[src/rtl/nes_bus_pkg.sv]
// Shared types and defaults for the NES CPU bus master and its cycle timer.
package nes_bus_pkg;

  typedef enum logic {
    IDLE_CYC = 1'b0,
    BUS_CYC  = 1'b1
  } cyc_state_e;

  localparam int ROMSEL_ABIT           = 15;
  localparam int DEFAULT_CLK_PER_CYCLE = 12;
  localparam int DEFAULT_M2_LOW_CLKS   = 5;

endpackage

[src/rtl/nes_cycle_timer.sv]
// Free-running CPU bus phase counter: registered M2 plus cycle start/end strobes.
module nes_cycle_timer
  import nes_bus_pkg::*;
#(
  parameter int CLK_PER_CYCLE = DEFAULT_CLK_PER_CYCLE,
  parameter int M2_LOW_CLKS   = DEFAULT_M2_LOW_CLKS
) (
  input  logic clk,
  input  logic Nrst,
  output logic m2,
  output logic m2_nxt,
  output logic cycle_start,
  output logic cycle_end
);

  localparam int                PH_W       = $clog2(CLK_PER_CYCLE);
  localparam logic [PH_W-1:0]   PH_LAST    = PH_W'(CLK_PER_CYCLE - 1);
  localparam logic [PH_W-1:0]   PH_M2_RISE = PH_W'(M2_LOW_CLKS);

  logic [PH_W-1:0] ph;
  logic [PH_W-1:0] ph_nxt;

  // NOTE: every always_comb output gets a default first so no latch is inferred.
  always_comb begin
    ph_nxt = (ph == PH_LAST) ? '0 : ph + 1'b1;
    m2_nxt = (ph_nxt >= PH_M2_RISE);
  end

  assign cycle_start = (ph == '0);
  assign cycle_end   = (ph == PH_LAST);

  // M2 is decoded from the next phase and registered so it never glitches.
  always_ff @(posedge clk or negedge Nrst) begin
    if (!Nrst) begin
      ph <= '0;
      m2 <= 1'b0;
    end else begin
      ph <= ph_nxt;
      m2 <= m2_nxt;
    end
  end

endmodule

[src/rtl/nes_cpu_bus_master.sv]
// 2A03-style CPU bus cycle generator for driving mapper RTL; define
// NES_BUS_SHADOW_EN to add the bank_shadow mirror of $8000-$FFFF writes.
module nes_cpu_bus_master
  import nes_bus_pkg::*;
#(
  parameter int CLK_PER_CYCLE = DEFAULT_CLK_PER_CYCLE,
  parameter int M2_LOW_CLKS   = DEFAULT_M2_LOW_CLKS
) (
  input  logic        clk,
  input  logic        Nrst,
  input  logic        req_valid,
  output logic        req_ready,
  input  logic [15:0] req_addr,
  input  logic [7:0]  req_wdata,
  input  logic        req_rw,
  output logic        resp_valid,
  output logic [7:0]  resp_rdata,
  output logic        m2,
  output logic        cpu_rw,
  output logic        Ncpu_romsel,
  output logic [14:0] cpu_a,
  output logic [7:0]  cpu_d_out,
  output logic        cpu_d_oe,
  input  logic [7:0]  cpu_d_in
`ifdef NES_BUS_SHADOW_EN
  ,
  output logic [7:0]  bank_shadow
`endif
);

  if (CLK_PER_CYCLE < 4 || M2_LOW_CLKS < 1 || M2_LOW_CLKS > CLK_PER_CYCLE - 1) begin : g_bad_params
    $fatal(1, "nes_cpu_bus_master: illegal CLK_PER_CYCLE/M2_LOW_CLKS");
  end

  logic       m2_nxt;
  logic       cycle_start;
  logic       cycle_end;
  logic       accept;
  logic       a15;
  logic       a15_nxt;
  logic       rw_nxt;
  cyc_state_e state;
  cyc_state_e state_nxt;

  nes_cycle_timer #(
    .CLK_PER_CYCLE (CLK_PER_CYCLE),
    .M2_LOW_CLKS   (M2_LOW_CLKS)
  ) u_timer (
    .clk         (clk),
    .Nrst        (Nrst),
    .m2          (m2),
    .m2_nxt      (m2_nxt),
    .cycle_start (cycle_start),
    .cycle_end   (cycle_end)
  );

  assign req_ready = cycle_end;
  assign accept    = req_valid & cycle_end;

  // Cycle type, A15 and R/W only change on the edge that starts a new bus cycle.
  always_comb begin
    state_nxt = state;
    a15_nxt   = a15;
    rw_nxt    = cpu_rw;
    if (cycle_end) begin
      if (accept) begin
        state_nxt = BUS_CYC;
        a15_nxt   = req_addr[ROMSEL_ABIT];
        rw_nxt    = req_rw;
      end else begin
        state_nxt = IDLE_CYC;
        a15_nxt   = 1'b0;
        rw_nxt    = 1'b1;
      end
    end
  end

  // NOTE: sequential state uses non-blocking assignments so all registers see pre-edge values.
  always_ff @(posedge clk or negedge Nrst) begin
    if (!Nrst) begin
      state       <= IDLE_CYC;
      a15         <= 1'b0;
      cpu_rw      <= 1'b1;
      Ncpu_romsel <= 1'b1;
      cpu_a       <= '0;
      cpu_d_out   <= '0;
      cpu_d_oe    <= 1'b0;
      resp_valid  <= 1'b0;
      resp_rdata  <= '0;
    end else begin
      state  <= state_nxt;
      a15    <= a15_nxt;
      cpu_rw <= rw_nxt;
      // Registered from next-state values so /ROMSEL, M2 and OE switch on one edge.
      Ncpu_romsel <= !(a15_nxt & m2_nxt);
      cpu_d_oe    <= (state_nxt == BUS_CYC) & !rw_nxt & m2_nxt;
      if (accept) begin
        cpu_a <= req_addr[ROMSEL_ABIT-1:0];
        if (!req_rw) cpu_d_out <= req_wdata;
      end
      if (cycle_end && state == BUS_CYC) begin
        resp_valid <= 1'b1;
        resp_rdata <= cpu_rw ? cpu_d_in : 8'h00;
      end else if (cycle_start) begin
        resp_valid <= 1'b0;
      end
    end
  end

`ifdef NES_BUS_SHADOW_EN
  always_ff @(posedge clk or negedge Nrst) begin
    if (!Nrst) begin
      bank_shadow <= '0;
    end else if (cycle_end && state == BUS_CYC && !cpu_rw && a15) begin
      bank_shadow <= cpu_d_out;
    end
  end
`endif

endmodule
[config.mk]
export PLATFORM = sky130hd
export DESIGN_NAME = nes_cpu_bus_master
export DESIGN_NICKNAME = d
export VERILOG_FILES = /design/src/rtl/nes_bus_pkg.sv /design/src/rtl/nes_cycle_timer.sv /design/src/rtl/nes_cpu_bus_master.sv
export SDC_FILE = /design/constraint.sdc
export NUM_CORES = 1
export LEC_CHECK = 0
export ABC_AREA = 0
export BUFFER_PORTS_ARGS = -buffer_cell sky130_fd_sc_hd__buf_2
export CAP_MARGIN = 20
export CORE_MARGIN = 5
export CORE_UTILIZATION = 35
export CTS_CLUSTER_DIAMETER = 50
export CTS_CLUSTER_SIZE = 16
export DETAILED_ROUTE_END_ITERATION = 10
export PLACE_DENSITY = 0.7
export SKIP_LAST_GASP = 1
export SYNTH_ARGS = -nofsm -noshare
export SYNTH_HDL_FRONTEND = slang
export SYNTH_SLANG_ARGS = --single-unit
[constraint.sdc]
create_clock -name clk -period 1.6 [get_ports clk]
set_input_delay 0 -clock clk [delete_from_list [all_inputs] [get_ports clk]]
set_output_delay 0 -clock clk [all_outputs]
set_load 0.02 [all_outputs]
==> impl_metrics.yaml <==
critical_path:
  cp_max_fo: 5
  crit_path_start_kind: "flop"
  rr_worst_depth: 4
  rr_endpoint: "cpu_d_out[7]$_DFFE_PN0P_"
  r2r_start: "u_timer.ph[1]$_DFF_PN0_"
  r2r_slack_ns: 0.13
  required_ns: 1.60
  path_class: "reg -> out"
  worstPathArrival_ns: 1.49
  critPathCaptureType: "output port"
global_route:
  grt_first_pass_wirelength_mm: 6.865
  grt_busiest_layer: "met2"
  gr-total-overflow: 0
  grt_max_degree: 43
  grtUsageMet2: 0.2517
  use_met3: 0.04933
  grt_use_total: 0.1413
  use_met1: 0.1463
  grt_pass1_vias: 1483
  grt_antenna_before_repair: 0
floorplanning:
  rows: 25
  io-pin-count: 73
  start_util: 0.3629
  die-width_um: 80.21
  die_area_um2: 6434
  die_h_um: 80.21
  core_area_um2: 4755
place:
  port_buffers: 72
  routabilityCongestion: 0.8043
  dpl.hpwl_mm: 2.697
min_path:
  min_from: "req_valid"
  hp-class: "in -> reg"
  hold_path_depth: 3
  min_to: "a15$_DFF_PN0_"
synth:
  synth_cells: 125
  seq_area_frac_synth: 0.6106
  synth-edff-count: 0
  synth_top_area_frac: 0.5801
  syn_area_per_cell_um2: 13.80
  synthesis.area_um2: 1725
  yosys_warnings: 0
  ys_types: 24
  synth-seq-cells: 42
  async_flop_share: 1.000
  synth_nets: 164
  netlist_top_cells_area: "dfrtp_1 58%, mux2_2 9.8%, mux2_4 7.8%"
  synth_top_flop_cell: "dfrtp_1"
  synth_largest_area_cell: "dfrtp_1"
power_and_ir_drop:
  leakage_uw: 0.001391
  ir_worst_vdd_mv: 0.4591
  power.density_nw_per_um2: 904.5
  finalPower_uw: 2408
clock_tree:
  cts_tree: "yes"
  cts.sinks: 42
  post_cts_buffers: 0
  clk_latency_ns: 0.29
  cts-root-buf: "clkbuf_8"
  clk_pin_slew_ns: 0.07
  htreeDepth: 2
  cts_inserted_buffers: 5
  clockBufferDepth: 2
route:
  avgRoutedWirePerCell_um: 13.79
  remaining_drc_errors: 0
  via_count: 1385
  drtIter0Drc: 37
  wl_mm: 4.262
  first_pass_iters: 4
  viasPerCell: 4.482
  antenna_left: 0
timing:
  hold_viol_final: 0
  grt_setup_unrepaired: "no"
  setup_viol: 0
  period_minus_slack_ns: 1.492
  slew_viol_final: 0
  final.setup_skew_ns: 0.008086
  max_slew_margin: 0.7911
  clock.fmax_ghz: 0.6704
  period_share: 0.9323
  tns_ns: 0
  tightest_slew_ns: 0.3118
cells_and_area:
  fill_cells: 423
  drive_gt1_frac: 0.4896
  final_cell_mix: "72 x buf_2, 40 x dfrtp_1, 33 x dlygate4sd3_1, 19 x nand2_1, 15 x mux2_2"
  nNetsFinal: 279
  final_common_cell: "buf_2"
  area_growth_pct: 54.31
job:
  cap_violations: 0
status:
  outcome: "complete, no violations"
-- how the worst max path moves through the flow --
stage / startpoint / end / slack [ns]
2_1_floorplan: u_timer.ph[0]$_DFF_PN0_ / cpu_d_out[0]$_DFFE_PN0P_ / 0.06
3_3_place_gp: u_timer.ph[1]$_DFF_PN0_ / Ncpu_romsel$_DFF_PN1_ / 0.12
3_5_place_dp: u_timer.ph[1]$_DFF_PN0_ / Ncpu_romsel$_DFF_PN1_ / 0.08
4_1_cts: u_timer.ph[1]$_DFF_PN0_ / req_ready / 0.01
5_1_grt: u_timer.ph[1]$_DFF_PN0_ / req_ready / 0.002
6_report: u_timer.ph[1]$_DFF_PN0_ / req_ready / 0.11
-- metal layers --
layer	up-vias	share of wire
met5	-	0
met4	0	0.034
met3	14	0.066
met2	54	0.52
met1	658	0.38
li1	659	-
-- cell type report --
type | count | area (µm²) | share of cell area
Sequential cell | 42 | 1054 | 0.3957
Clock inverter | 3 | 40.04 | 0.01504
Tap cell | 67 | 83.83 | 0.03149
Timing Repair Buffer | 112 | 768.2 | 0.2885
Inverter | 4 | 15.01 | 0.005639
Clock buffer | 5 | 68.82 | 0.02585
Antenna cell | 1 | 2.502 | 0.0009399
Multi-Input combinational cell | 75 | 630.6 | 0.2368
-- report_power, final --
part           switching [µW]  total, µW  internal [µW]  leakage, µW
sequential               44.5       1190           1140     0.000516
clock                     355        814            459    0.0000579
combinational             204        408            204     0.000817
total                     603       2410           1800      0.00139
-- flip-flops by register name, indices dropped and copies added, names as in the netlist --
name / flops
cpu_a: 15
cpu_d_out: 8
resp_rdata: 8
u_timer.ph: 4
Ncpu_romsel: 1
a15: 1
cpu_d_oe: 1
cpu_rw: 1
resp_valid: 1
state: 1
u_timer.m2: 1
-- synth_stat cells (all sizes together), types with 2 or more instances --
library cell  instances
dfstp                 2
clkbuf                2
dfrtp                40
inv                   4
o21ai                11
nor2                  5
nand2                19
nand4b                2
ha                    3
mux2                 24
buf                   2
and3b                 2
-- what timing repair did --
action	in CTS	in global routing
resized for setup	0	2
endpoints found under the setup margin	0	3
hold buffers	33	0
hold endpoints to repair	74	0
-- cell families after synthesis --
| group | share of synthesized area |
|---|---|
| AO/OA/AOI/OAI | 0.06164 |
| buffers and inverters | 0.02610 |
| multiplexers | 0.1820 |
| flip-flops | 0.6106 |
| adder cells (fa/ha/maj) | 0.02176 |
| AND/OR/NAND/NOR | 0.09790 |
-- through the flow --
| step | util | std cells | setup slack (ns) | area (µm²) | hold WS, ns |
|---|---|---|---|---|---|
| floorplan | - | 125 | 0.06352 | 1725 | -0.2956 |
| global placement | 0.4663 | 267 | 0.1205 | 2217 | -0.01053 |
| detailed placement | 0.4663 | 267 | 0.08393 | 2217 | -0.009903 |
| CTS | 0.5587 | 308 | 0.01053 | 2656 | 0.01983 |
| global route | 0.5595 | 308 | 0.002229 | 2660 | 0.01679 |
| finish | 0.5600 | 309 | 0.1083 | 2663 | 0.02463 |
-- critical path: stages, from the launching register on --
cell and delay (ns):
dfrtp_1 0.39, ha_2 0.24, and3b_2 0.27, buf_4 0.15, buf_2 0.16
(Power assumes the default switching activity.)
